===== src/rtl/regfile_pkg.sv =====
// Shared definitions for the register-file front end: FunSel codes, output-select
// codes and the FSM state type.
package regfile_pkg;

  // Register-file FunSel operations
  localparam logic [1:0] FUN_CLR = 2'b00;
  localparam logic [1:0] FUN_LD  = 2'b01;
  localparam logic [1:0] FUN_DEC = 2'b10;
  localparam logic [1:0] FUN_INC = 2'b11;

  // O1Sel/O2Sel codes
  localparam logic [2:0] SEL_T1 = 3'b000;
  localparam logic [2:0] SEL_T2 = 3'b001;
  localparam logic [2:0] SEL_T3 = 3'b010;
  localparam logic [2:0] SEL_T4 = 3'b011;
  localparam logic [2:0] SEL_R1 = 3'b100;
  localparam logic [2:0] SEL_R2 = 3'b101;
  localparam logic [2:0] SEL_R3 = 3'b110;
  localparam logic [2:0] SEL_R4 = 3'b111;

  localparam logic [3:0] MASK_ALL  = 4'b1111;
  localparam logic [3:0] MASK_NONE = 4'b0000;

  typedef enum logic [1:0] {
    StInit,
    StIdle,
    StIssue,
    StCapture
  } state_e;

endpackage


===== src/rtl/rr_arbiter2.sv =====
// Two-requester round-robin arbiter. The last-grant flag only moves on an
// accepted handshake, so a stalled grant is not rotated away.
module rr_arbiter2 (
  input  logic       clk_i,
  input  logic       rst_i,
  input  logic [1:0] valid_i,
  input  logic       accept_i,
  output logic [1:0] gnt_o
);

  // 1 = requester 1 was granted last; reset value lets requester 0 win first
  logic last_q, last_d;

  // Grant: lone valid wins, a tie goes to the requester not granted last
  always_comb begin
    gnt_o = 2'b00;
    case (valid_i)
      2'b01:   gnt_o = 2'b01;
      2'b10:   gnt_o = 2'b10;
      2'b11:   gnt_o = last_q ? 2'b01 : 2'b10;
      default: gnt_o = 2'b00;
    endcase
  end

  // Last-grant next state
  always_comb begin
    last_d = last_q;
    if (accept_i) begin
      last_d = gnt_o[1];
    end
  end

  // Last-grant register
  always_ff @(posedge clk_i or posedge rst_i) begin
    if (rst_i) begin
      last_q <= 1'b1;
    end else begin
      last_q <= last_d;
    end
  end

endmodule


===== src/rtl/regfile_arbiter.sv =====
// Two-port command front end for the register file. Each command takes three
// cycles: IDLE (handshake), ISSUE (rf_* carry the command), CAPTURE (response).
// The rf_* flops plus owner_q form the command register.
module regfile_arbiter
  import regfile_pkg::*;
(
  input  logic       clk,
  input  logic       rst,
  input  logic       req0_valid,
  output logic       req0_ready,
  input  logic [1:0] req0_fun,
  input  logic [3:0] req0_rsel,
  input  logic [3:0] req0_tsel,
  input  logic [2:0] req0_o1sel,
  input  logic [2:0] req0_o2sel,
  input  logic [7:0] req0_data,
  input  logic       req1_valid,
  output logic       req1_ready,
  input  logic [1:0] req1_fun,
  input  logic [3:0] req1_rsel,
  input  logic [3:0] req1_tsel,
  input  logic [2:0] req1_o1sel,
  input  logic [2:0] req1_o2sel,
  input  logic [7:0] req1_data,
  output logic       rsp0_valid,
  output logic       rsp1_valid,
  output logic [7:0] rsp_o1,
  output logic [7:0] rsp_o2,
  output logic [7:0] rf_I,
  output logic [1:0] rf_FunSel,
  output logic [3:0] rf_RSel,
  output logic [3:0] rf_TSel,
  output logic [2:0] rf_O1Sel,
  output logic [2:0] rf_O2Sel,
  input  logic [7:0] rf_O1,
  input  logic [7:0] rf_O2
);

  state_e     state_q, state_d;
  logic       owner_q, owner_d;
  logic [1:0] fun_q, fun_d;
  logic [3:0] rsel_q, rsel_d;
  logic [3:0] tsel_q, tsel_d;
  logic [7:0] data_q, data_d;
  logic [2:0] o1sel_q, o1sel_d;
  logic [2:0] o2sel_q, o2sel_d;

  logic [1:0] valid;
  logic [1:0] gnt;
  logic [1:0] ready;
  logic       accept;

  assign valid  = {req1_valid, req0_valid};
  assign ready  = gnt & {2{state_q == StIdle}};
  assign accept = |ready;

  assign req0_ready = ready[0];
  assign req1_ready = ready[1];

  rr_arbiter2 u_arb (
    .clk_i   (clk),
    .rst_i   (rst),
    .valid_i (valid),
    .accept_i(accept),
    .gnt_o   (gnt)
  );

  // Next state; fun/rsel/tsel default to a no-op so they only carry a command in ISSUE
  always_comb begin
    state_d = state_q;
    owner_d = owner_q;
    fun_d   = FUN_CLR;
    rsel_d  = MASK_NONE;
    tsel_d  = MASK_NONE;
    data_d  = data_q;
    o1sel_d = o1sel_q;
    o2sel_d = o2sel_q;
    case (state_q)
      StInit: begin
        state_d = StIdle;
      end
      StIdle: begin
        if (accept) begin
          state_d = StIssue;
          owner_d = gnt[1];
          if (gnt[1]) begin
            fun_d   = req1_fun;
            rsel_d  = req1_rsel;
            tsel_d  = req1_tsel;
            data_d  = req1_data;
            o1sel_d = req1_o1sel;
            o2sel_d = req1_o2sel;
          end else begin
            fun_d   = req0_fun;
            rsel_d  = req0_rsel;
            tsel_d  = req0_tsel;
            data_d  = req0_data;
            o1sel_d = req0_o1sel;
            o2sel_d = req0_o2sel;
          end
        end
      end
      StIssue: begin
        state_d = StCapture;
      end
      StCapture: begin
        state_d = StIdle;
      end
      default: begin
        state_d = StInit;
      end
    endcase
  end

  // State and command registers; reset drives the clear-all command seen during INIT
  always_ff @(posedge clk or posedge rst) begin
    if (rst) begin
      state_q <= StInit;
      owner_q <= 1'b0;
      fun_q   <= FUN_CLR;
      rsel_q  <= MASK_ALL;
      tsel_q  <= MASK_ALL;
      data_q  <= 8'h00;
      o1sel_q <= SEL_T1;
      o2sel_q <= SEL_T1;
    end else begin
      state_q <= state_d;
      owner_q <= owner_d;
      fun_q   <= fun_d;
      rsel_q  <= rsel_d;
      tsel_q  <= tsel_d;
      data_q  <= data_d;
      o1sel_q <= o1sel_d;
      o2sel_q <= o2sel_d;
    end
  end

  assign rf_FunSel = fun_q;
  assign rf_RSel   = rsel_q;
  assign rf_TSel   = tsel_q;
  assign rf_I      = data_q;
  assign rf_O1Sel  = o1sel_q;
  assign rf_O2Sel  = o2sel_q;

  // rf_O1/rf_O2 were sampled on the ISSUE closing edge, so they are valid in CAPTURE
  assign rsp0_valid = (state_q == StCapture) && !owner_q;
  assign rsp1_valid = (state_q == StCapture) && owner_q;
  assign rsp_o1     = rf_O1;
  assign rsp_o2     = rf_O2;

endmodule


===== config.mk =====
export PLATFORM = sky130hd
export DESIGN_NAME = regfile_arbiter
export DESIGN_NICKNAME = d
export VERILOG_FILES = /design/src/rtl/regfile_pkg.sv /design/src/rtl/rr_arbiter2.sv /design/src/rtl/regfile_arbiter.sv
export SDC_FILE = /design/constraint.sdc
export NUM_CORES = 1
export LEC_CHECK = 0
export ABC_AREA = 1
export BUFFER_PORTS_ARGS = -buffer_cell sky130_fd_sc_hd__buf_4
export CAP_MARGIN = 0
export CORE_MARGIN = 3
export CORE_UTILIZATION = 37
export CTS_CLUSTER_DIAMETER = 50
export DETAILED_ROUTE_END_ITERATION = 8
export PLACE_DENSITY = 0.87
export SLEW_MARGIN = 10
export SYNTH_ARGS = -nofsm -noshare
export SYNTH_HDL_FRONTEND = slang
export SYNTH_SLANG_ARGS = --single-unit

===== constraint.sdc =====
create_clock -name clk -period 1.25 [get_ports clk]
set_input_delay 0.1875 -clock clk [delete_from_list [all_inputs] [get_ports clk]]
set_output_delay 0.1875 -clock clk [all_outputs]
set_load 0.1 [all_outputs]

---- After elaboration in Yosys (flattened, before gate mapping) ----
Cells that the tools add are included.
storage, ports and cells
  bits in registers ....................... 28
  input port bits ......................... 68
  output and inout port bits .............. 44
  logic and storage cells ................. 40
operators by class
  equality and inequality tests ........... 7
  mux-type cells .......................... 16
  bitwise logic cells ..................... 1
  reductions and logical operators ........ 7
operator list
  cell                                                                   count
  4-bit two-way mux                                                      6
  2-bit one-hot mux with 3 select lines                                  2
  2-bit two-way mux                                                      5
  2-bit equality test, second input constant                             4
  8-bit two-way mux                                                      1
  3-bit two-way mux                                                      2
  2-bit by 1-bit equality test with 1-bit output, second input constant  2
  2-bit OR reduction                                                     2
  2-bit bitwise AND                                                      1
  1-bit logical AND                                                      2
  2-bit zero test                                                        1
  2-bit inequality test, second input constant                           1
  2-bit AND reduction                                                    1
  1-bit zero test                                                        1

---- Logic depth before layout (Yosys ltp) ----
Gate-level depths: netlist of run 1.
  word-level depth ........................ 6
  gate-level depth with buffers ........... 7
  mapped depth without buffers ............ 6

---- By module ----
A second synthesis of run 1 with hierarchy kept.
unflattened totals
  cell total of the unflattened synthesis .. 220
  area, all modules ....................... 1576.5 um^2
modules (own cells, without submodules)
  module           times used  cells an instance  area an instance (um^2)  sequential area each (um^2)
  regfile_arbiter  1           210                1508.9                   685.7
  rr_arbiter2      1           10                 67.6                     26.3

---- Worst setup path after synthesis of run 1 ----
Ideal clock, no wire load.
  kind .................................... register to output
  start ................................... register state_q[1]
  end ..................................... output req0_ready
  arrival time ............................ 2.988 ns
  required time ........................... 1.062 ns
  path slack .............................. -1.925 ns
  stages on the path, launching flop included .. 5
  path buffers ............................ 0
  cells stage by stage .................... dfrtp_1 > inv_1 > ha_1 > inv_1 > a211oi_1
on the way
  word-level cells in the longest chain between the ends .. 2
RTL lines
  element                                         line                    RTL
  start: declaration                              regfile_arbiter.sv:39   state_e state_q, state_d;
  start signal: assignment                        regfile_arbiter.sv:118  state_q <= StInit;
  start signal: assignment                        regfile_arbiter.sv:127  state_q <= state_d;
  2-bit by 1-bit equality test with 1-bit output  regfile_arbiter.sv:54   assign ready = gnt & {2{state_q == StIdle}};
  2-bit bitwise AND                               regfile_arbiter.sv:54
  end: declaration                                regfile_arbiter.sv:10   output logic req0_ready,
Every way passes these cells.

---- Final worst setup path of run 1 ----
Same ends and word-level chain as after synthesis.

==> flow_summary.html, run 1 <==
<table>
<tr><th>Metric</th><th>Value</th></tr>
<tr><th colspan="2">Global routing</th></tr>
<tr><td>Tot GR Track Use</td><td>18.4%</td></tr>
<tr><td>Initial antenna violation count</td><td>0</td></tr>
<tr><td>Vias in the first global route</td><td>1684</td></tr>
<tr><td>Wire length of the first global-routing pass</td><td>7580 microns</td></tr>
<tr><td>Pin count of the biggest net entering global routing</td><td>29</td></tr>
<tr><td>Overflow after GRT</td><td>0</td></tr>
<tr><th colspan="2">Run status</th></tr>
<tr><td>Run status</td><td>complete, but fails checks</td></tr>
<tr><td>Failing checks</td><td>setup timing</td></tr>
<tr><th colspan="2">Routing</th></tr>
<tr><td>Post-route ant nets</td><td>0</td></tr>
<tr><td>Via count</td><td>1676</td></tr>
<tr><td>DRT Wirelength</td><td>5020 microns</td></tr>
<tr><td>Post-detailed-route DRC marker count</td><td>0</td></tr>
<tr><td>Per-cell via count in the routed design</td><td>4.83</td></tr>
<tr><td>DRT Pass-1 Iters</td><td>4</td></tr>
<tr><td>Detail-routed net length per standard cell</td><td>14.5 microns</td></tr>
<tr><td>First DRT Iteration DRCs</td><td>67</td></tr>
<tr><th colspan="2">Logic synthesis</th></tr>
<tr><td>Number of enable flip-flop cells after synthesis</td><td>0</td></tr>
<tr><td>Dominant register cell in the synthesized netlist</td><td>sky130_fd_sc_hd__dfrtp_1</td></tr>
<tr><td>Post-synthesis register bit count</td><td>28</td></tr>
<tr><td>Number of library cell types mapped by synthesis</td><td>17</td></tr>
<tr><td>Synth Cell Area</td><td>1640 sq um</td></tr>
<tr><td>Gate count of the mapped netlist</td><td>214</td></tr>
<tr><td>Avg Inst Size Synth</td><td>7.67 sq um</td></tr>
<tr><td>Asr flop ratio synth</td><td>100%</td></tr>
<tr><td>Warning count from the yosys run</td><td>0</td></tr>
<tr><td>Post-Synthesis Net Count</td><td>285</td></tr>
<tr><td>Proportion of synthesized chip area in sequential cells</td><td>43.4%</td></tr>
<tr><th colspan="2">CTS</th></tr>
<tr><td>Clock tree from TritonCTS</td><td>done</td></tr>
<tr><td>Number of sinks handled by clock tree synthesis</td><td>28</td></tr>
<tr><td>Total clock buffers created by CTS</td><td>3</td></tr>
<tr><td>CTS clock-pin slew for the worst setup and hold paths</td><td>0.10 ns</td></tr>
<tr><td>Largest buffer count on any clock path</td><td>2</td></tr>
<tr><td>Clock latency on the worst-skew pair</td><td>0.28 ns</td></tr>
<tr><td>H-tree levels</td><td>1</td></tr>
<tr><td>Cell at the root of the clock tree</td><td>sky130_fd_sc_hd__clkbuf_8</td></tr>
<tr><th colspan="2">Timing</th></tr>
<tr><td>Setup Skew</td><td>0.00251 ns</td></tr>
<tr><td>Final setup fails</td><td>27</td></tr>
<tr><td>Tightest hold margin</td><td>0.112 ns</td></tr>
<tr><td>Unrepaired setup endpoints after global routing</td><td>yes</td></tr>
<tr><td>Number of hold-slack violations in the final timing report</td><td>0</td></tr>
<tr><td>Least-Margin Pin Slew</td><td>0.366 ns</td></tr>
<tr><td>Setup TNS</td><td>-2.53 ns</td></tr>
<tr><td>Max-slew violations</td><td>0</td></tr>
<tr><td>Time the worst path needs with I/O delays and setup</td><td>1.56 ns</td></tr>
<tr><td>Upper clock frequency limit</td><td>640 MHz</td></tr>
<tr><td>Headroom to the max-slew limit</td><td>75.6%</td></tr>
<tr><td>Share of the cycle needed by the critical path after routing</td><td>125%</td></tr>
<tr><td>Final critical-path setup slack</td><td>-0.312 ns</td></tr>
<tr><th colspan="2">Die</th></tr>
<tr><td>Die area</td><td>5270 sq um</td></tr>
<tr><td>Area inside the core boundary</td><td>4140 sq um</td></tr>
<tr><td>Initial core utilization</td><td>39.6%</td></tr>
<tr><td>Chip Width</td><td>72.6 microns</td></tr>
<tr><td>Die height</td><td>72.6 microns</td></tr>
<tr><td>Top-level I/O count</td><td>112</td></tr>
<tr><td>Cell Rows</td><td>23</td></tr>
<tr><th colspan="2">Power and ir drop</th></tr>
<tr><td>Relative contribution of combinational cells to total power</td><td>70.6%</td></tr>
<tr><td>Switching part of the total</td><td>56.9%</td></tr>
<tr><td>Fraction of power consumed by sequential logic</td><td>20.3%</td></tr>
<tr><td>PD cells</td><td>2950 nW/um^2</td></tr>
<tr><td>Worst IR Drop VDD</td><td>1.37 mV</td></tr>
<tr><td>Static Leak</td><td>1.43 nW</td></tr>
<tr><td>Int Power</td><td>0.00342 W</td></tr>
<tr><td>Switching power total</td><td>0.00451 W</td></tr>
<tr><td>Clk pwr share</td><td>9.2%</td></tr>
<tr><td>Total power after layout</td><td>0.00793 W</td></tr>
<tr><th colspan="2">Worst setup path</th></tr>
<tr><td>Arrival time worst endpoint</td><td>1.37 ns</td></tr>
<tr><td>Worst endpoint required time</td><td>1.06 ns</td></tr>
<tr><td>Element type at the critical path end</td><td>output pin</td></tr>
<tr><td>Kind of critical path</td><td>register to output pin</td></tr>
<tr><td>Element type at the critical path start</td><td>register</td></tr>
<tr><td>Crit path max fanout</td><td>3</td></tr>
<tr><th colspan="2">Cells and area</th></tr>
<tr><td>Share of final-layout standard cells stronger than drive strength 1</td><td>52.9%</td></tr>
<tr><td>Post-route core utilization</td><td>64.9%</td></tr>
<tr><td>Synthesis-to-finish area growth</td><td>63.9%</td></tr>
<tr><td>Ant diodes</td><td>0</td></tr>
<tr><td>Post-route cell area</td><td>2690 sq um</td></tr>
<tr><td>Total number of nets in the final design</td><td>369</td></tr>
<tr><th colspan="2">Worst hold path</th></tr>
<tr><td>Worst hold path type</td><td>input port to register</td></tr>
<tr><th colspan="2">Run</th></tr>
<tr><td>Max-capacitance violation count</td><td>0</td></tr>
<tr><th colspan="2">Place</th></tr>
<tr><td>Placed inst area</td><td>2230 sq um</td></tr>
<tr><td>HPWL after DPL</td><td>3340 microns</td></tr>
<tr><td>Count of buffers inserted at the top-level ports</td><td>79</td></tr>
<tr><td>Routability cong.</td><td>0.781</td></tr>
</table>
path summary, 6_finish.rpt:
check | from | endpoint | slack [ns] | cells after the start
max in group asynchronous | rst | u_arb.last_q | 0.42 | 4
min | req0_rsel[0] | rf_RSel[0] | 0.11 | 3
min reg2reg | rf_O1Sel[2] | rf_O1Sel[2] | 0.49 | 2
max reg2reg | state_q[1] | rf_O2Sel[0] | -0.11 | 8
min in group asynchronous | rst | state_q[1] | 0.52 | 4
max | state_q[1] | req0_ready | -0.31 | 5
layer usage:
metal,vias up,track usage (%),share of wire (%)
met5,-,0,0
met4,0,5.74,1.2
met3,8,4.13,9.0
met2,81,34.5,52
met1,782,20.5,38
li1,805,-,-
metrics by stage:
stage | std cells | setup WS [ns]
floorplan | 214 | -0.466
detailed placement | 328 | -0.136
finish | 347 | -0.312
global placement | 328 | -0.0795
CTS | 345 | -0.319
global route | 347 | -0.351
critical path, cell delays in order, from the launching register on:
cell	delay [ns]
sky130_fd_sc_hd__dfrtp_1	0.42
sky130_fd_sc_hd__inv_2	0.09
sky130_fd_sc_hd__ha_4	0.14
sky130_fd_sc_hd__inv_2	0.05
sky130_fd_sc_hd__a211oi_4	0.19
sky130_fd_sc_hd__buf_12	0.21
power groups by stage:
| stage | Combinational (W) | Sequential [W] | Clock, W |
|---|---|---|---|
| 2_1_floorplan | 0.00171 | 0.00377 | 0 |
| 3_3_place_gp | 0.00462 | 0.00157 | 0 |
| 3_5_place_dp | 0.00471 | 0.00158 | 0 |
| 4_1_cts | 0.00548 | 0.00160 | 0.000747 |
| 5_1_grt | 0.00587 | 0.00164 | 0.000769 |
| 6_report | 0.00560 | 0.00161 | 0.000726 |
cell type report:
type	instances	area, sq um
inverter	39	166
timing repair inverter	1	6.26
clock buffer	3	41.3
tap	50	62.6
multi-input combinational	122	757
fill	354	1450
clock inverter	1	30.0
timing repair buffer	103	913
sequential	28	713
synthesized netlist by cell type, types with 3 or more instances:
| master | number | area [sq um] |
|---|---|---|
| sky130_fd_sc_hd__dfstp_2 | 9 | 236 |
| sky130_fd_sc_hd__ha_1 | 3 | 37.5 |
| sky130_fd_sc_hd__buf_2 | 4 | 20.0 |
| sky130_fd_sc_hd__buf_4 | 17 | 128 |
| sky130_fd_sc_hd__dfrtp_1 | 19 | 475 |
| sky130_fd_sc_hd__a21oi_1 | 10 | 50.1 |
| sky130_fd_sc_hd__nand3_1 | 41 | 205 |
| sky130_fd_sc_hd__buf_6 | 6 | 67.6 |
| sky130_fd_sc_hd__nand2_1 | 60 | 225 |
| sky130_fd_sc_hd__inv_1 | 38 | 143 |
state kept, by name, summed over array words and instances, names as in the netlist:
signal	flops
rf_TSel	4
owner_q	1
rf_O1Sel	3
rf_I	8
rf_O2Sel	3
rf_FunSel	2
rf_RSel	4
u_arb.last_q	1
state_q	2
cell usage in the layout (no fill, tap or decap), types with 2 or more instances in the layout:
cell	n
sky130_fd_sc_hd__buf_4	82
sky130_fd_sc_hd__nand2_1	56
sky130_fd_sc_hd__inv_1	33
sky130_fd_sc_hd__nand3_1	26
sky130_fd_sc_hd__dfrtp_1	18
sky130_fd_sc_hd__nand3_2	14
sky130_fd_sc_hd__buf_6	10
sky130_fd_sc_hd__dfstp_2	9
sky130_fd_sc_hd__a21oi_2	6
sky130_fd_sc_hd__nand2_2	5
sky130_fd_sc_hd__buf_12	5
sky130_fd_sc_hd__buf_8	5
sky130_fd_sc_hd__a21oi_1	4
sky130_fd_sc_hd__inv_2	3
sky130_fd_sc_hd__clkbuf_8	3
sky130_fd_sc_hd__clkinvlp_4	2
sky130_fd_sc_hd__ha_4	2
cells by family after synthesis:
| kind of cell | count (synthesis) | share of synthesized area, % |
|---|---|---|
| AOI/OAI and AO/OA | 13 | 4.80 |
| adders and majority gates | 3 | 2.29 |
| buffers and inverters | 66 | 22.0 |
| DFF | 28 | 43.4 |
| and+or+nand+nor | 104 | 27.5 |
what timing repair did:
action / 4_1_cts / 5_1_grt
endpoints found under the hold margin: 19 / 0
setup endpoints to repair: 40 / 36
hold buffers: 1 / 0
pin swaps: 9 / 1
cloned: 3 / 2
setup buffers: 9 / 2
resized for setup: 56 / 12
(Power assumes the default switching activity.)
==> run 2, diff against run 1 <==
--- a/config.mk
+++ b/config.mk
@@ -12,7 +12,7 @@
 export CORE_UTILIZATION = 37
 export CTS_CLUSTER_DIAMETER = 50
 export DETAILED_ROUTE_END_ITERATION = 8
-export PLACE_DENSITY = 0.87
+export PLACE_DENSITY = 0.73
 export SLEW_MARGIN = 10
 export SYNTH_ARGS = -nofsm -noshare
 export SYNTH_HDL_FRONTEND = slang
==> constraint.sdc (replaced) <==
create_clock -name clk -period 1.67 [get_ports clk]
set_input_delay 0.2505 -clock clk [delete_from_list [all_inputs] [get_ports clk]]
set_output_delay 0.2505 -clock clk [all_outputs]
set_load 0.1 [all_outputs]
==> run 2 against run 1 <==
The run now ends clean. Wire length down 19%. Non-clock buffer count down 16. Register-to-register slack better by 0.34 ns. Combinational power down 38%. Total power down 37%. Largest power group unchanged. Clock-buffer cell count up 1. First-iteration DRC count up 34%. Final cell count down 5.5%. Die area unchanged. Clock power down 48%. Worst hold slack worse by 0.068 ns.
==> flow_summary.html, run 2 (same netlist as run 1, synthesis figures left out) <==
<table>
<tr><th>Metric</th><th>Value</th></tr>
<tr><th colspan="2">Run status</th></tr>
<tr><td>Run status</td><td>finished clean (was complete, but fails checks)</td></tr>
<tr><th colspan="2">CTS</th></tr>
<tr><td>Number of sinks handled by clock tree synthesis</td><td>28 (unchanged)</td></tr>
<tr><td>Cell at the root of the clock tree</td><td>sky130_fd_sc_hd__clkbuf_8 (unchanged)</td></tr>
<tr><td>Clock latency on the worst-skew pair</td><td>0.27 ns (was 0.28 ns)</td></tr>
<tr><td>H-tree levels</td><td>1 (unchanged)</td></tr>
<tr><td>CTS clock-pin slew for the worst setup and hold paths</td><td>0.10 ns (about the same)</td></tr>
<tr><td>Largest buffer count on any clock path</td><td>2 (unchanged)</td></tr>
<tr><td>Clock tree from TritonCTS</td><td>done (unchanged)</td></tr>
<tr><td>Total clock buffers created by CTS</td><td>3 (unchanged)</td></tr>
<tr><th colspan="2">Timing</th></tr>
<tr><td>Time the worst path needs with I/O delays and setup</td><td>1.61 ns</td></tr>
<tr><td>Tightest hold margin</td><td>0.0445 ns (was 0.112 ns)</td></tr>
<tr><td>Least-Margin Pin Slew</td><td>0.368 ns (was 0.366 ns)</td></tr>
<tr><td>Max-slew violations</td><td>0 (unchanged)</td></tr>
<tr><td>Final setup fails</td><td>0 (was 27)</td></tr>
<tr><td>Upper clock frequency limit</td><td>623 MHz</td></tr>
<tr><td>Number of hold-slack violations in the final timing report</td><td>0 (unchanged)</td></tr>
<tr><td>Setup Skew</td><td>0.0105 ns (was 0.00251 ns)</td></tr>
<tr><td>Headroom to the max-slew limit</td><td>75.5% (was 75.6%)</td></tr>
<tr><td>Share of the cycle needed by the critical path after routing</td><td>96.1%</td></tr>
<tr><td>Unrepaired setup endpoints after global routing</td><td>yes (unchanged)</td></tr>
<tr><th colspan="2">Cells and area</th></tr>
<tr><td>Share of final-layout standard cells stronger than drive strength 1</td><td>39.6% (was 52.9%)</td></tr>
<tr><td>Total number of nets in the final design</td><td>350 (was 369)</td></tr>
<tr><td>Synthesis-to-finish area growth</td><td>37.2% (was 63.9%)</td></tr>
<tr><td>Most frequent cells in the layout</td><td>sky130_fd_sc_hd__buf_4 (83), sky130_fd_sc_hd__nand2_1 (60), sky130_fd_sc_hd__nand3_1 (40) (was sky130_fd_sc_hd__buf_4 (82), sky130_fd_sc_hd__nand2_1 (56), sky130_fd_sc_hd__inv_1 (33))</td></tr>
<tr><td>Total of fill cells in the finished design</td><td>421 (was 354)</td></tr>
<tr><td>Post-route cell area</td><td>2250 sq um (was 2690 sq um)</td></tr>
<tr><td>Flip-flop count of the largest register after layout</td><td>8 (unchanged)</td></tr>
<tr><td>Leading cell type in the layout, fill and taps excluded</td><td>sky130_fd_sc_hd__buf_4 (unchanged)</td></tr>
<tr><td>Ant diodes</td><td>0 (unchanged)</td></tr>
<tr><th colspan="2">Worst setup path</th></tr>
<tr><td>Crit path cell chain</td><td>inv_2, ha_4, inv_1, a211oi_4, buf_12 (was inv_2, ha_4, inv_2, a211oi_4, buf_12)</td></tr>
<tr><td>Element type at the critical path start</td><td>register (unchanged)</td></tr>
<tr><td>Worst setup path startpoint</td><td>state_q[1] (unchanged)</td></tr>
<tr><td>Flop-to-flop setup slack</td><td>0.23 ns (was -0.11 ns)</td></tr>
<tr><td>End of the worst register-to-register path</td><td>rf_I[6] (was rf_O2Sel[0])</td></tr>
<tr><td>Worst endpoint required time</td><td>1.42 ns (was 1.06 ns)</td></tr>
<tr><td>Kind of critical path</td><td>register to output pin (unchanged)</td></tr>
<tr><td>Arrival time worst endpoint</td><td>1.35 ns (was 1.37 ns)</td></tr>
<tr><td>Crit path max fanout</td><td>3 (unchanged)</td></tr>
<tr><td>CP max stage cell</td><td>sky130_fd_sc_hd__dfrtp_1 (unchanged)</td></tr>
<tr><td>Max stage delay on crit path</td><td>0.40 ns (was 0.42 ns)</td></tr>
<tr><td>Critical R2R Launch</td><td>u_arb.last_q (was state_q[1])</td></tr>
<tr><td>Element type at the critical path end</td><td>output pin (unchanged)</td></tr>
<tr><td>Timing endpoint of the critical path</td><td>req0_ready (unchanged)</td></tr>
<tr><td>Cells on worst reg2reg path</td><td>6 (was 8)</td></tr>
<tr><th colspan="2">Global routing</th></tr>
<tr><td>Overflow after GRT</td><td>0 (unchanged)</td></tr>
<tr><td>Tot GR Track Use</td><td>15.9% (was 18.4%)</td></tr>
<tr><td>Wire length of the first global-routing pass</td><td>6740 microns (was 7580 microns)</td></tr>
<tr><td>Pin count of the biggest net entering global routing</td><td>29 (unchanged)</td></tr>
<tr><td>Initial antenna violation count</td><td>0 (unchanged)</td></tr>
<tr><td>Vias in the first global route</td><td>1490 (was 1684)</td></tr>
<tr><th colspan="2">Power and ir drop</th></tr>
<tr><td>PD cells</td><td>2220 nW/um^2 (was 2950 nW/um^2)</td></tr>
<tr><td>Worst IR Drop VDD</td><td>0.845 mV (was 1.37 mV)</td></tr>
<tr><td>Static Leak</td><td>1.28 nW (was 1.43 nW)</td></tr>
<tr><th colspan="2">Die</th></tr>
<tr><td>Area inside the core boundary</td><td>4140 sq um (unchanged)</td></tr>
<tr><td>Initial core utilization</td><td>39.6% (unchanged)</td></tr>
<tr><td>Die height</td><td>72.6 microns (unchanged)</td></tr>
<tr><td>Top-level I/O count</td><td>112 (unchanged)</td></tr>
<tr><td>Chip Width</td><td>72.6 microns (unchanged)</td></tr>
<tr><td>Cell Rows</td><td>23 (unchanged)</td></tr>
<tr><td>Die area</td><td>5270 sq um (unchanged)</td></tr>
<tr><th colspan="2">Routing</th></tr>
<tr><td>Post-route ant nets</td><td>0 (unchanged)</td></tr>
<tr><td>DRT Pass-1 Iters</td><td>4 (unchanged)</td></tr>
<tr><td>First DRT Iteration DRCs</td><td>90 (was 67)</td></tr>
<tr><td>DRT Wirelength</td><td>4090 microns (was 5020 microns)</td></tr>
<tr><td>Via count</td><td>1507 (was 1676)</td></tr>
<tr><td>Detail-routed net length per standard cell</td><td>12.5 microns (was 14.5 microns)</td></tr>
<tr><td>Per-cell via count in the routed design</td><td>4.59 (was 4.83)</td></tr>
<tr><td>Post-detailed-route DRC marker count</td><td>0 (unchanged)</td></tr>
<tr><th colspan="2">Place</th></tr>
<tr><td>Count of buffers inserted at the top-level ports</td><td>79 (unchanged)</td></tr>
<tr><td>Routability cong.</td><td>0.797 (was 0.781)</td></tr>
<tr><td>Placed inst area</td><td>2150 sq um (was 2230 sq um)</td></tr>
<tr><td>HPWL after DPL</td><td>3010 microns (was 3340 microns)</td></tr>
<tr><th colspan="2">Run</th></tr>
<tr><td>Max-capacitance violation count</td><td>0 (unchanged)</td></tr>
<tr><th colspan="2">Worst hold path</th></tr>
<tr><td>Worst hold path type</td><td>input port to async pin (was input port to register)</td></tr>
</table>
-- run 2: power by group --
group | internal [W] | switching [W]
combinational | 0.000799 | 0.00267
clock | 0.000171 | 0.000207
sequential | 0.00100 | 0.000155
total | 0.00197 | 0.00303
-- run 2: cell type report --
| cell class | instances | area [sq um] | share of cell area, % |
|---|---|---|---|
| clock buffer | 4 | 45.0 | 2.00 |
| inverter | 39 | 150 | 6.67 |
| multi-input combinational | 120 | 601 | 26.7 |
| sequential | 28 | 713 | 31.7 |
| tap | 50 | 62.6 | 2.78 |
| timing repair buffer | 87 | 681 | 30.2 |
-- run 2: worst min path at each step --
| stage | start | endpoint | slack (ns) | cells after the start |
|---|---|---|---|---|
| floorplan | rst | owner_q | 0.31 | 1 |
| global placement | rst | rf_I[1] | 0.35 | 3 |
| detailed placement | rst | rf_I[1] | 0.36 | 3 |
| CTS | rst | rf_O2Sel[2] | 0.06 | 3 |
| global route | rst | rf_I[3] | 0.08 | 3 |
| finish | rst | rf_O2Sel[2] | 0.04 | 3 |
-- run 2: per-stage QoR --
step                      worst slack (ns)  utilization (%)  setup TNS [ns]  power (W)  instances
after floorplan                     -0.209                -          -0.209    0.00404        214
after global placement               0.218             52.0               0    0.00453        323
after detailed placement             0.191             52.0               0    0.00456        323
after CTS                           0.0133             54.1               0    0.00503        328
after global routing              -0.00261             54.3        -0.00261    0.00528        328
final                               0.0646             54.3               0    0.00501        328
-- run 2: what timing repair did --
| action | in CTS | in global routing |
|---|---|---|
| hold buffers | 0 | 0 |
| buffers inserted | 1 | 0 |
| setup endpoints to repair | 2 | 4 |
| gates resized for setup | 8 | 4 |
-- run 2: worst max-delay path: cells and delay by family (launching register included) --
kind / cells / cell delay (ns)
buffers and inverters: 3 / 0.35
adders and majority gates: 1 / 0.14
DFF: 1 / 0.40
AOI/OAI and AO/OA: 1 / 0.19
-- run 2: routing by layer --
metal,track usage [%],part of all wire [%],vias to the layer above
met5,0,0,-
met4,4.10,0.93,0
met3,3.86,10,10
met2,27.0,47,62
met1,20.4,42,676
li1,-,-,759
==> run 3, diff against run 2 <==
--- a/config.mk
+++ b/config.mk
@@ -10,6 +10,7 @@
 export CAP_MARGIN = 0
 export CORE_MARGIN = 3
 export CORE_UTILIZATION = 37
+export CTS_BUF_LIST = sky130_fd_sc_hd__clkbuf_8
 export CTS_CLUSTER_DIAMETER = 50
 export DETAILED_ROUTE_END_ITERATION = 8
 export PLACE_DENSITY = 0.73
==> run 3 against run 2 <==
Non-clock buffer count stayed put. Sequential share of layout area stayed put. Sequential cell count unchanged. Final cell count unchanged.
==> flow_summary.html, run 3 (same netlist as run 1, synthesis figures left out) <==
<table>
<tr><th>Metric</th><th>Value</th></tr>
<tr><th colspan="2">Run status</th></tr>
<tr><td>Run status</td><td>finished clean (unchanged)</td></tr>
<tr><th colspan="2">Global routing</th></tr>
<tr><td>Tot GR Track Use</td><td>15.9% (unchanged)</td></tr>
<tr><td>Overflow after GRT</td><td>0 (unchanged)</td></tr>
<tr><td>Initial antenna violation count</td><td>0 (unchanged)</td></tr>
<tr><td>Vias in the first global route</td><td>1490 (unchanged)</td></tr>
<tr><td>Wire length of the first global-routing pass</td><td>6740 microns (unchanged)</td></tr>
<tr><td>Pin count of the biggest net entering global routing</td><td>29 (unchanged)</td></tr>
<tr><th colspan="2">Worst setup path</th></tr>
<tr><td>Crit path max fanout</td><td>3 (unchanged)</td></tr>
<tr><td>Crit path cell chain</td><td>inv_2, ha_4, inv_1, a211oi_4, buf_12 (unchanged)</td></tr>
<tr><td>Element type at the critical path end</td><td>output pin (unchanged)</td></tr>
<tr><td>Element type at the critical path start</td><td>register (unchanged)</td></tr>
<tr><td>Worst endpoint required time</td><td>1.42 ns (about the same)</td></tr>
<tr><td>Max stage delay on crit path</td><td>0.40 ns (about the same)</td></tr>
<tr><td>Kind of critical path</td><td>register to output pin (unchanged)</td></tr>
<tr><td>CP max stage cell</td><td>sky130_fd_sc_hd__dfrtp_1 (unchanged)</td></tr>
<tr><td>Arrival time worst endpoint</td><td>1.36 ns (was 1.35 ns)</td></tr>
<tr><th colspan="2">Place</th></tr>
<tr><td>HPWL after DPL</td><td>3010 microns (unchanged)</td></tr>
<tr><td>Routability cong.</td><td>0.797 (unchanged)</td></tr>
<tr><td>Count of buffers inserted at the top-level ports</td><td>79 (unchanged)</td></tr>
<tr><td>Placement-stage worst setup slack</td><td>0.191 ns (unchanged)</td></tr>
<tr><td>DP Cell Count</td><td>323 (unchanged)</td></tr>
<tr><th colspan="2">Routing</th></tr>
<tr><td>Via count</td><td>1508 (was 1507)</td></tr>
<tr><td>Post-route ant nets</td><td>0 (unchanged)</td></tr>
<tr><td>Per-cell via count in the routed design</td><td>4.60 (was 4.59)</td></tr>
<tr><td>DRT Pass-1 Iters</td><td>4 (unchanged)</td></tr>
<tr><td>First DRT Iteration DRCs</td><td>90 (unchanged)</td></tr>
<tr><td>DRT Wirelength</td><td>4090 microns (unchanged)</td></tr>
<tr><td>Post-detailed-route DRC marker count</td><td>0 (unchanged)</td></tr>
<tr><td>Detail-routed net length per standard cell</td><td>12.5 microns (unchanged)</td></tr>
<tr><th colspan="2">Power and ir drop</th></tr>
<tr><td>Total power after layout</td><td>0.00500 W (was 0.00501 W)</td></tr>
<tr><td>Switching part of the total</td><td>60.7% (was 60.6%)</td></tr>
<tr><td>Worst IR Drop VDD</td><td>0.847 mV (was 0.845 mV)</td></tr>
<tr><td>Static Leak</td><td>1.29 nW (was 1.28 nW)</td></tr>
<tr><td>Fraction of power consumed by sequential logic</td><td>23.1% (about the same)</td></tr>
<tr><td>PD cells</td><td>2220 nW/um^2 (about the same)</td></tr>
<tr><td>Relative contribution of combinational cells to total power</td><td>69.4% (was 69.3%)</td></tr>
<tr><td>Switching power total</td><td>0.00304 W (was 0.00303 W)</td></tr>
<tr><td>Int Power</td><td>0.00197 W (about the same)</td></tr>
<tr><td>Clk pwr share</td><td>7.4% (was 7.5%)</td></tr>
<tr><th colspan="2">CTS</th></tr>
<tr><td>Cell at the root of the clock tree</td><td>sky130_fd_sc_hd__clkbuf_8 (unchanged)</td></tr>
<tr><td>H-tree levels</td><td>1 (unchanged)</td></tr>
<tr><td>CTS clock-pin slew for the worst setup and hold paths</td><td>0.10 ns (about the same)</td></tr>
<tr><td>Total clock buffers created by CTS</td><td>3 (unchanged)</td></tr>
<tr><td>Clock latency on the worst-skew pair</td><td>0.27 ns (about the same)</td></tr>
<tr><td>Number of sinks handled by clock tree synthesis</td><td>28 (unchanged)</td></tr>
<tr><td>Clock tree from TritonCTS</td><td>done (unchanged)</td></tr>
<tr><td>Largest buffer count on any clock path</td><td>2 (unchanged)</td></tr>
<tr><th colspan="2">Timing</th></tr>
<tr><td>Setup Skew</td><td>0.00915 ns (was 0.0105 ns)</td></tr>
<tr><td>Final setup fails</td><td>0 (unchanged)</td></tr>
<tr><td>Tightest hold margin</td><td>0.0463 ns (was 0.0445 ns)</td></tr>
<tr><td>Share of the cycle needed by the critical path after routing</td><td>96.3% (was 96.1%)</td></tr>
<tr><td>Max-slew violations</td><td>0 (unchanged)</td></tr>
<tr><td>Least-Margin Pin Slew</td><td>0.367 ns (was 0.368 ns)</td></tr>
<tr><td>Time the worst path needs with I/O delays and setup</td><td>1.61 ns (about the same)</td></tr>
<tr><td>Unrepaired setup endpoints after global routing</td><td>yes (unchanged)</td></tr>
<tr><td>Number of hold-slack violations in the final timing report</td><td>0 (unchanged)</td></tr>
<tr><td>Headroom to the max-slew limit</td><td>75.5% (about the same)</td></tr>
<tr><td>Upper clock frequency limit</td><td>622 MHz (was 623 MHz)</td></tr>
<tr><td>Final critical-path setup slack</td><td>0.0619 ns (was 0.0646 ns)</td></tr>
<tr><th colspan="2">Cells and area</th></tr>
<tr><td>Leading cell type in the layout, fill and taps excluded</td><td>sky130_fd_sc_hd__buf_4 (unchanged)</td></tr>
<tr><td>Synthesis-to-finish area growth</td><td>37.2% (unchanged)</td></tr>
<tr><td>Most frequent cells in the layout</td><td>sky130_fd_sc_hd__buf_4 (83), sky130_fd_sc_hd__nand2_1 (60), sky130_fd_sc_hd__nand3_1 (40) (unchanged)</td></tr>
<tr><td>Total number of nets in the final design</td><td>350 (unchanged)</td></tr>
<tr><td>Ant diodes</td><td>0 (unchanged)</td></tr>
<tr><td>Share of final-layout standard cells stronger than drive strength 1</td><td>39.6% (unchanged)</td></tr>
<tr><td>Final non-filler cell total</td><td>328 (unchanged)</td></tr>
<tr><td>Flip-flop count of the largest register after layout</td><td>8 (unchanged)</td></tr>
<tr><th colspan="2">Worst hold path</th></tr>
<tr><td>Worst hold path type</td><td>input port to async pin (unchanged)</td></tr>
<tr><th colspan="2">Die</th></tr>
<tr><td>Die area</td><td>5270 sq um (unchanged)</td></tr>
<tr><td>Die height</td><td>72.6 microns (unchanged)</td></tr>
<tr><td>Top-level I/O count</td><td>112 (unchanged)</td></tr>
<tr><td>Chip Width</td><td>72.6 microns (unchanged)</td></tr>
<tr><td>Area inside the core boundary</td><td>4140 sq um (unchanged)</td></tr>
<tr><td>Cell Rows</td><td>23 (unchanged)</td></tr>
<tr><td>Initial core utilization</td><td>39.6% (unchanged)</td></tr>
<tr><th colspan="2">Run</th></tr>
<tr><td>Max-capacitance violation count</td><td>0 (unchanged)</td></tr>
</table>
-- run 3: cell count changes in the layout (fill, tap and decap cells not counted), sizes merged --
cell | previous run | this run
inv | 38 | 39
clkbuf | 4 | 3
-- run 3: per-stage QoR --
stage               util (%)  cell area [sq um]   TNS, ns
detailed placement      52.0               2150         0
global route            54.3               2250  -0.00280
finish                  54.3               2250         0
CTS                     54.1               2240         0
global placement        52.0               2150         0
floorplan                  -               1660    -0.209
-- run 3: final timing paths --
kind                       slack (ns)  depth (start not counted)    startpoint          end
setup / recovery                 0.06                          5    state_q[1]   req0_ready
hold / removal                   0.05                          3           rst  rf_O2Sel[2]
setup reg to reg                 0.24                          6    state_q[0]      rf_I[6]
hold reg to reg                  0.49                          2       rf_I[1]      rf_I[1]
max in group asynchronous        1.31                          3           rst   rf_TSel[0]
min in group clk                 0.19                          3  req0_rsel[1]   rf_RSel[1]
-- run 3: timing repair --
item,in CTS,in global routing
setup endpoints to repair,2,4
cloned,0,0
hold buffers,0,0
setup buffers,1,0
resized for setup,8,4
hold endpoints to repair,0,0
-- run 3: final cells by class --
class | instances | area (sq um)
sequential | 28 | 713
tap | 50 | 62.6
multi-input combinational | 120 | 601
clock buffer | 3 | 41.3
timing repair buffer | 87 | 681
clock inverter | 1 | 3.75
fill | 421 | 1890
inverter | 39 | 150
-- run 3: critical path, delay by kind of cell (launching register included) --
family,cells,cell delay (ns)
buffers and inverters,3,0.35
DFF,1,0.40
AOI/OAI and AO/OA,1,0.19
adders and majority gates,1,0.14
-- run 3: routing by layer --
metal,track usage (%),vias to the layer above,part of all wire [%]
li1,-,759,-
met1,20.4,677,42
met2,27.0,62,47
met3,3.86,10,10
met4,4.10,0,0.93
met5,0,-,0
-- run 3: power by group through the flow --
stage	registers (W)	logic (W)	clock network [W]
final	0.00116	0.00347	0.000372
after global routing	0.00120	0.00366	0.000418
after CTS	0.00116	0.00348	0.000387
after detailed placement	0.00116	0.00340	0
after global placement	0.00116	0.00337	0
after floorplan	0.00281	0.00123	0
